--- config.mk ---
export PLATFORM = sky130hd
export DESIGN_NAME = conv_controller_flat
export DESIGN_NICKNAME = d
export VERILOG_FILES = /design/src/rtl/conv_pkg.sv /design/src/rtl/conv_if.sv /design/src/rtl/conv_mac.sv /design/src/rtl/conv_controller.sv /design/src/flat_wrapper.sv
export SDC_FILE = /design/constraint.sdc
export NUM_CORES = 1
export LEC_CHECK = 0
export CAP_MARGIN = 20
export CORE_UTILIZATION = 50
export DETAILED_ROUTE_END_ITERATION = 6
export PLACE_DENSITY = 0.69
export SETUP_SLACK_MARGIN = 0.02
export SYNTH_ARGS = -nofsm -noshare
export SYNTH_HDL_FRONTEND = slang
export SYNTH_HIERARCHICAL = 1
export SYNTH_SLANG_ARGS = --single-unit
--- constraint.sdc ---
create_clock -name clk -period 6.85 [get_ports clk]
set_input_delay 1.37 -clock clk [delete_from_list [all_inputs] [get_ports clk]]
set_output_delay 1.37 -clock clk [all_outputs]
set_load 0.05 [all_outputs]
--- src/rtl/conv_pkg.sv ---
// Shared constants and FSM encoding for the convolution controller slice.
// Latency: n/a (declarations only).
// Backpressure: n/a.
package conv_pkg;

    localparam int N     = 8;                // length of x and h
    localparam int W     = 4;                // sample / coefficient / result width
    localparam int YLEN  = 2 * N - 1;        // number of outputs y[0..2N-2]
    localparam int IDXW  = $clog2(N);        // width of x/h index (load_idx, k)
    localparam int YIDXW = $clog2(YLEN);     // width of output index (y_idx, n)

    typedef enum logic [1:0] {
        IDLE    = 2'd0,
        COMPUTE = 2'd1,
        OUTPUT  = 2'd2,
        DONE    = 2'd3
    } state_t;

endpackage

--- src/rtl/conv_if.sv ---
// Control, load and result bus between a host and conv_controller.
// Latency: n/a (wires only).
// Backpressure: y_valid/y_ready handshake on the result side; load and start have none.
//
// Ports: start, load_valid/load_sel/load_idx/load_data (host -> block),
//        busy, y_valid/y_idx/y_data, done (block -> host), y_ready (host -> block).
interface conv_if #(
    parameter int N = conv_pkg::N,
    parameter int W = conv_pkg::W
);
    import conv_pkg::*;

    localparam int XIW = $clog2(N);
    localparam int YIW = $clog2(2 * N - 1);

    logic           start;
    logic           load_valid;
    logic           load_sel;
    logic [XIW-1:0] load_idx;
    logic [W-1:0]   load_data;
    logic           busy;
    logic           y_valid;
    logic           y_ready;
    logic [YIW-1:0] y_idx;
    logic [W-1:0]   y_data;
    logic           done;

    // Host side
    modport master (
        output start, load_valid, load_sel, load_idx, load_data, y_ready,
        input  busy, y_valid, y_idx, y_data, done
    );

    // Controller side
    modport slave (
        input  start, load_valid, load_sel, load_idx, load_data, y_ready,
        output busy, y_valid, y_idx, y_data, done
    );

endinterface

--- src/rtl/conv_mac.sv ---
// W-bit multiply-accumulate, product and sum both wrap modulo 2^W.
// Latency: 1 cycle (acc reflects a*b on the edge where en is high).
// Backpressure: none; accumulates only when en is high, holds otherwise.
//
// Ports: clk, rst (async high), en (accumulate this cycle), clr (start from 0
//        instead of acc), a/b (operands), acc (registered running sum).
module conv_mac #(
    parameter int W = conv_pkg::W
) (
    input  logic         clk,
    input  logic         rst,
    input  logic         en,
    input  logic         clr,
    input  logic [W-1:0] a,
    input  logic [W-1:0] b,
    output logic [W-1:0] acc
);
    import conv_pkg::*;

    logic [W-1:0] prod;
    logic [W-1:0] base;

    // Self-determined W-bit multiply: upper product bits are discarded on purpose.
    assign prod = W'(a * b);
    assign base = clr ? '0 : acc;

    always_ff @(posedge clk or posedge rst) begin
        if (rst) begin
            acc <= '0;
        end else if (en) begin
            acc <= base + prod;
        end
    end

endmodule

--- src/rtl/conv_controller.sv ---
// Sequential full convolution y[n] = sum x[k]*h[n-k] over two N-entry register files.
// Latency: first y_valid N+1 cycles after start; N idle cycles between outputs.
// Backpressure: y_valid/y_idx/y_data held until y_ready; computation of the next n waits.
//
// Ports: clk, rst (async high), bus (conv_if.slave: start, load_*, busy,
//        y_valid/y_ready/y_idx/y_data, done).
module conv_controller #(
    parameter int N = conv_pkg::N,
    parameter int W = conv_pkg::W
) (
    input  logic   clk,
    input  logic   rst,
    conv_if.slave  bus
);
    import conv_pkg::*;

    localparam int XIW = $clog2(N);
    localparam int YIW = $clog2(2 * N - 1);

    state_t         state, state_nx;
    logic [W-1:0]   xmem [N];
    logic [W-1:0]   hmem [N];
    logic [YIW-1:0] n;
    logic [XIW-1:0] k;
    logic [W-1:0]   acc;

    logic           idle;
    logic           last_k;
    logic           last_n;
    logic [YIW:0]   diff;
    logic           term_ok;
    logic [XIW-1:0] hidx;
    logic [W-1:0]   mac_b;

    assign idle   = (state == IDLE);
    assign last_k = (k == XIW'(N - 1));
    assign last_n = (n == YIW'(2 * N - 2));

    // n-k with one extra bit so a negative difference shows up as the top bit.
    assign diff    = {1'b0, n} - (YIW + 1)'(k);
    assign term_ok = !diff[YIW] && (diff < (YIW + 1)'(N));
    assign hidx    = diff[XIW-1:0];
    assign mac_b   = term_ok ? hmem[hidx] : '0;

    conv_mac #(.W(W)) u_mac (
        .clk (clk),
        .rst (rst),
        .en  (state == COMPUTE),
        .clr (k == '0),
        .a   (xmem[k]),
        .b   (mac_b),
        .acc (acc)
    );

    // Memories are only writable in IDLE, so a write alongside start lands
    // before the first COMPUTE cycle reads it.
    always_ff @(posedge clk or posedge rst) begin
        if (rst) begin
            for (int i = 0; i < N; i++) begin
                xmem[i] <= '0;
                hmem[i] <= '0;
            end
        end else if (idle && bus.load_valid) begin
            if (bus.load_sel) begin
                hmem[bus.load_idx] <= bus.load_data;
            end else begin
                xmem[bus.load_idx] <= bus.load_data;
            end
        end
    end

    always_ff @(posedge clk or posedge rst) begin
        if (rst) begin
            state <= IDLE;
        end else begin
            state <= state_nx;
        end
    end

    always_ff @(posedge clk or posedge rst) begin
        if (rst) begin
            n <= '0;
            k <= '0;
        end else begin
            case (state)
                IDLE: begin
                    if (bus.start) begin
                        n <= '0;
                        k <= '0;
                    end
                end
                COMPUTE: begin
                    k <= last_k ? '0 : k + 1'b1;
                end
                OUTPUT: begin
                    if (bus.y_ready && !last_n) begin
                        n <= n + 1'b1;
                        k <= '0;
                    end
                end
                DONE: begin
                    n <= '0;
                    k <= '0;
                end
                default: begin
                    n <= '0;
                    k <= '0;
                end
            endcase
        end
    end

    always_comb begin
        state_nx    = state;
        bus.busy    = 1'b1;
        bus.y_valid = 1'b0;
        bus.y_idx   = '0;
        bus.y_data  = '0;
        bus.done    = 1'b0;
        case (state)
            IDLE: begin
                bus.busy = 1'b0;
                if (bus.start) begin
                    state_nx = COMPUTE;
                end
            end
            COMPUTE: begin
                if (last_k) begin
                    state_nx = OUTPUT;
                end
            end
            OUTPUT: begin
                // acc is frozen outside COMPUTE, so the offer is stable under stall.
                bus.y_valid = 1'b1;
                bus.y_idx   = n;
                bus.y_data  = acc;
                if (bus.y_ready) begin
                    state_nx = last_n ? DONE : COMPUTE;
                end
            end
            DONE: begin
                bus.done = 1'b1;
                state_nx = IDLE;
            end
            default: begin
                state_nx = IDLE;
            end
        endcase
    end

endmodule
--- src/flat_wrapper.sv ---
// flat-port wrapper written by rule: the top's interface ports become plain ports
module conv_controller_flat import conv_pkg::*;
#(
    parameter int N = conv_pkg::N,
    parameter int W = conv_pkg::W
)
  (clk, rst, bus_start, bus_load_valid, bus_load_sel, bus_load_idx, bus_load_data, bus_y_ready, bus_busy, bus_y_valid, bus_y_idx, bus_y_data, bus_done);
  conv_if #(.N(N), .W(W)) bus_i ();
  input  logic clk;
  input  logic rst;
  input wire logic [$bits(bus_i.start)-1:0] bus_start;
  input wire logic [$bits(bus_i.load_valid)-1:0] bus_load_valid;
  input wire logic [$bits(bus_i.load_sel)-1:0] bus_load_sel;
  input wire logic [$bits(bus_i.load_idx)-1:0] bus_load_idx;
  input wire logic [$bits(bus_i.load_data)-1:0] bus_load_data;
  input wire logic [$bits(bus_i.y_ready)-1:0] bus_y_ready;
  output wire logic [$bits(bus_i.busy)-1:0] bus_busy;
  output wire logic [$bits(bus_i.y_valid)-1:0] bus_y_valid;
  output wire logic [$bits(bus_i.y_idx)-1:0] bus_y_idx;
  output wire logic [$bits(bus_i.y_data)-1:0] bus_y_data;
  output wire logic [$bits(bus_i.done)-1:0] bus_done;
  assign bus_i.start = bus_start;
  assign bus_i.load_valid = bus_load_valid;
  assign bus_i.load_sel = bus_load_sel;
  assign bus_i.load_idx = bus_load_idx;
  assign bus_i.load_data = bus_load_data;
  assign bus_i.y_ready = bus_y_ready;
  assign bus_busy = bus_i.busy;
  assign bus_y_valid = bus_i.y_valid;
  assign bus_y_idx = bus_i.y_idx;
  assign bus_y_data = bus_i.y_data;
  assign bus_done = bus_i.done;
  conv_controller #(.N(N), .W(W)) u_core (.clk(clk), .rst(rst), .bus(bus_i));
endmodule
==> flow_summary.ini <==
[clock_network]
cts_tree = yes
root_buffer = clkbuf_8
clkTransAtPathRegs_ns = 0.09
insertion_delay_ns = 0.35
cts_sinks = 77
cts_max_path_buffers = 2
post-cts-setup-buffers = 0
numCtsBuffers = 9
h-tree-depth = 3
ctsHoldBuffers = 0
cts_resized = 0

[global_route]
grt_pass1_wl_microns = 13700
first_global_vias = 2634
grt.total_usage = 0.210
grt_antenna_before_repair = 0
grt_max_degree = 55
grt-ovfl-total = 0

[die]
die_area_sq_um = 8630
die_w_microns = 92.9
die_y_microns = 92.9
coreArea_sq_um = 7850
pin_count = 24
rows = 32
start_util = 0.527

[logic_synthesis]
synth-edff-count = 0
yosys.cell_types.count = 41
ys.flop_type = dfrtp_1
synthArstFlopShare = 1.00
ys_ff_latch = 77
post_synth.cell_area_avg_sq_um = 12.7
synth_area_sq_um = 4130
synth_largest_area_cell = dfrtp_1
synth_area_leaders = dfrtp_1 (47%), mux2_2 (18%), mux4_2 (8.7%), ha_1 (4.2%), nand2_1 (2.6%)
yosysSeqAreaShare = 0.466
synth_warnings = 6
syn_nets = 356
synth_top_area_frac = 0.466
synth_cells = 326

[worst_setup_path]
cp_max_fo = 13
critPathLaunchType = flop
cp.required_ns = 7.08
end_kind = flop
ff2ff_path_depth = 17
arrival_ns = 5.58
crit_type = flop to flop

[power_and_ir_drop]
irDropWorstVdd_v = 0.000147
power_frac_clock = 0.187
power.combinational.fraction = 0.370
swShare = 0.342
sequentialPowerShare = 0.444
total_leakage_power_uw = 0.00211
p_int_uw = 1100
power.switching_uw = 574
powerDensity_nw_per_um2 = 363

[placed_design]
port_buffers = 23
hpwl_microns = 5870
pre_cts_ws_ns = 1.45
place.gp.congestion = 0.766

[layout]
final_layout_size_suffix_gt1_frac = 0.312
n_antenna_cell = 0
syn2layout_area_growth_pct = 11.9
nets = 378

[timing]
setup_ws_ns = 1.50
rsz0062_at_grt = no
setup_viol = 0
max_freq_mhz = 187
drv_slew = 0
worst_slew_pin_slew_ns = 0.686
fin_tns_setup_ns = 0
hold_violations = 0
fin_skew_ns = 0.00761
fin_crit_ns = 5.35
period_share = 0.781
relSlewSlack = 0.543

[worst_hold_path]
min-delay-path-class = flop to flop
hold_depth = 1

[detailed_routing]
top_layer_used = met4
wl_met3_microns = 275
drt-initial-drc-count = 151
wl_per_cell_microns = 17.4
routed_via_density = 5.63
wl_met2_microns = 3730
drt-met1-wl_microns = 3830
routed_wl_microns = 7920
drc = 0
drtPass1Iterations = 4
detail-route-antenna-nets = 0
vias = 2561

[flow_run]
max-cap-violations = 0

[outcome]
outcome = finished clean
-- metal layers --
metal | GRT usage | up-vias
met5 | 0 | -
met1 | 0.302 | 1294
met2 | 0.322 | 51
li1 | - | 1208
met4 | 0.0756 | 0
met3 | 0.0345 | 8
-- critical path, cell delays in order (launching register included) --
cell and delay [ns]:
dfrtp_1 0.61, ha_1 0.33, fa_1 0.77, mux4_2 0.57, mux2i_1 0.14, nor3_1 0.09, and2_1 0.19, ha_1 0.29
ha_1 0.28, inv_1 0.06, fa_1 0.54, inv_1 0.06, fa_1 0.42, xnor2_1 0.19, xnor2_1 0.15, xnor3_1 0.27
a31oi_1 0.18, o211ai_1 0.10
-- through the flow --
stage / power, uW / hold slack (ns) / util / cell area, sq um / cells
2_1_floorplan: 1230 / 0.474 / - / 4130 / 326
3_3_place_gp: 1360 / 0.483 / 0.566 / 4440 / 439
3_5_place_dp: 1380 / 0.491 / 0.566 / 4440 / 439
4_1_cts: 1690 / 0.511 / 0.589 / 4620 / 455
5_1_grt: 1800 / 0.522 / 0.589 / 4620 / 455
6_report: 1680 / 0.508 / 0.589 / 4620 / 455
-- cells by family after synthesis --
kind of cell | share of synthesized area
adders and majority gates | 0.0569
DFF | 0.466
xor gates and xnor gates | 0.0242
and+or+nand+nor | 0.116
AOI/OAI and AO/OA | 0.0321
muxes | 0.279
buffers and inverters | 0.0248
-- path summary, 6_finish.rpt --
kind | endpoint | slack [ns] | start
setup reg to reg | u_core/u_mac/acc[3] | 1.50 | u_core/k[0]
hold / removal | u_core/hmem[11] | 0.51 | u_core/hmem[11]
min in group asynchronous | u_core/u_mac/acc[3] | 1.24 | rst
hold reg to reg | u_core/hmem[11] | 0.51 | u_core/hmem[11]
max in group asynchronous | u_core/hmem[24] | 4.46 | rst
setup / recovery | u_core/u_mac/acc[3] | 1.50 | u_core/k[0]
-- registers in the layout, summed over array words and instances, names as in the netlist --
| signal | cells |
|---|---|
| u_core/hmem | 32 |
| u_core/xmem | 32 |
| u_core/n | 4 |
| u_core/u_mac/acc | 4 |
| u_core/k | 3 |
| u_core/state | 2 |
-- final cells by class --
type	instances	area [sq um]
fillers	666	3220
multi-input cells	223	2100
flip-flops and latches	77	1930
repair buffers	24	238
well taps	102	128
clock buffers	9	124
clock inverters	7	55.1
inverters	13	48.8
-- synth_stat cells (3+ instances only) --
cell type / n
nand2_1: 29
inv_1: 13
nor3_1: 5
mux2i_1: 4
ha_1: 14
fa_1: 3
nand3_1: 6
mux2_2: 67
a21oi_1: 4
dfrtp_1: 77
clkbuf_1: 9
nand2b_1: 5
o21ai_0: 3
nor2_1: 11
and2_1: 14
nor2b_1: 9
xnor2_1: 5
mux4_2: 16
buf_2: 4
-- power groups by stage --
stage | Clock [uW] | Sequential [uW] | Combinational, uW
after global placement | 0 | 752 | 603
after CTS | 323 | 744 | 626
final | 314 | 745 | 621
after global routing | 345 | 771 | 681
after floorplan | 0 | 684 | 542
after detailed placement | 0 | 752 | 624
-- layout by cell type (no fill, tap or decap), types with 2 or more instances in the layout --
| cell | synthesis | final |
|---|---|---|
| and2_2 | 2 | 2 |
| and2_1 | 14 | 14 |
| nand3_1 | 6 | 6 |
| nor3_1 | 5 | 5 |
| nand2_1 | 29 | 29 |
| dfrtp_1 | 77 | 77 |
| fa_1 | 3 | 3 |
| nor3_2 | 2 | 2 |
| clkdlybuf4s50_1 | 0 | 23 |
| nor2b_1 | 9 | 9 |
| a22o_1 | 2 | 2 |
| xor2_1 | 2 | 2 |
| nand2b_1 | 5 | 5 |
| nand3b_1 | 2 | 2 |
| inv_1 | 13 | 12 |
| nor2_1 | 11 | 11 |
| mux2i_1 | 4 | 4 |
| xnor2_1 | 5 | 5 |
| a32o_1 | 2 | 2 |
| inv_6 | 0 | 3 |
| ha_1 | 14 | 14 |
| mux2_2 | 67 | 67 |
| mux4_2 | 16 | 16 |
| clkbuf_8 | 0 | 9 |
| a21oi_1 | 4 | 4 |
| o21ai_0 | 3 | 3 |
| clkinvlp_4 | 0 | 2 |
No activity file was read; power rests on OpenSTA's default activity.
==> RTL change (config.mk and constraints unchanged) <==
Set the package constant `N` to 16 (it was 8).
--- a/src/rtl/conv_pkg.sv
+++ b/src/rtl/conv_pkg.sv
@@ -3,7 +3,7 @@
 // Backpressure: n/a.
 package conv_pkg;
 
-    localparam int N     = 8;                // length of x and h
+    localparam int N     = 16;                // length of x and h
     localparam int W     = 4;                // sample / coefficient / result width
     localparam int YLEN  = 2 * N - 1;        // number of outputs y[0..2N-2]
     localparam int IDXW  = $clog2(N);        // width of x/h index (load_idx, k)
Interface: changed (resized bus_load_idx and bus_y_idx); port bits go from 24 to 26. The function was not compared with the original's and may differ.
==> RTL change against the original RTL <==
- via count grew 80%
- largest power group unchanged
- total power grew 69%
- setup slack lost 0.21 ns
- sequential cell count grew 66
- synthesized cell count grew 69%
- wire length grew 100%
- design area grew 81%
- sequential power grew 49%
- synthesized area grew 76%
==> RTL change: results (changes against the original RTL) <==
#MultiIn Comb 365 (was 223); number of sequential cells 143 (was 77); buffering overhead 0.04046 (was 0.05142); CP startpoint u_core/k[2] (was u_core/k[0]); DP Worst Slack 1.322 ns (was 1.455 ns); hold_sp u_core/hmem[59] (was u_core/hmem[11]); clk_skew 0.009522 ns (was 0.007614 ns); f_max 179.8 MHz (was 186.9 MHz); Logic power comb 0.000782 W (was 0.000621 W); H-tree depth 4 (was 3); port buffer count 25 (was 23); vias post-DR 4,620 (was 2,561); Internal 0.001985 W (was 0.001105 W); Iteration-0 DRC Markers 247 (was 151); Distinct cells, synth 53 (was 41); number of global-route vias before repair 4,676 (was 2,634); DP Area 7691 sq um (was 4444 sq um); Clock buf/inv share 0.07387 (was 0.03870); Logic pwr share 0.275 (was 0.370); grt met3 use 0.05483 (was 0.03448); hpwl dp 10,870 microns (was 5874 microns); Hold WS 0.5024 ns (was 0.5077 ns); status finished, final reports clean (unchanged); area of the multi-input gates 3533 sq um (was 2103 sq um); Leading cell kind flip-flops and latches (was multi-input gates); worst skew pair latency 0.42 ns (was 0.35 ns); Plain + repair buffers 33 (was 24); DRT Pass-1 Iters 5 (was 4); Leakage 3.894 nW (was 2.107 nW); sequential element share of the synthesized area 0.4907 (was 0.4662); post-DR vias/cell 6.016 (was 5.629); GRT Overall Usage 0.2343 (was 0.2100); CP arrival 5.85 ns (was 5.58 ns); syn avg cell area 13.21 sq um (was 12.68 sq um); Pwr per Cell Area 340.5 nW/um^2 (was 363.2 nW/um^2); Layout fillers 1,056 (was 666); largest net degree at the start of global routing 86 (was 55); met1 Usage GRT 0.3138 (was 0.3021); Largest regs u_core/hmem (64), u_core/xmem (64), u_core/n (5) (was u_core/hmem (32), u_core/xmem (32)); Peak VDD IR 0.2041 mV (was 0.1465 mV); R2R cell count 19 (was 17); Worst-path clk slew 0.06 ns (was 0.09 ns); Seq. pwr 0.00111 W (was 0.000745 W); Chip Width 122.8 microns (was 92.92 microns)
## RTL change: critical path, stage by stage (launching register included)
cell,delay [ns]
dfrtp_1,0.77
inv_1,0.24
ha_1,0.38
and3b_1,0.22
o21ai_0,0.31
a21oi_1,0.12
a211oi_1,0.41
o22ai_1,0.26
and2_2,0.25
ha_1,0.29
ha_1,0.27
inv_1,0.05
fa_1,0.47
inv_1,0.05
fa_1,0.37
xnor2_1,0.19
xnor2_1,0.15
xnor3_1,0.29
a31oi_1,0.23
o211ai_1,0.12
## RTL change: cell families (layout without fill, tap and decap cells)
kind of cell / after synthesis / in the layout / share of synthesized area
mux: 171 / 171 / 0.3121
flops: 143 / 143 / 0.4907
buf+inv: 44 / 80 / 0.02471
compound gates: 36 / 36 / 0.03175
fa+ha+maj: 17 / 17 / 0.03226
xor+xnor: 7 / 7 / 0.01133
simple gates: 134 / 134 / 0.09712
## RTL change: per-layer routing
layer  part of all wire  vias up
li1                   -     2053
met1               0.45     2418
met2               0.48      125
met3              0.051       24
met4              0.021        0
met5                  0        -
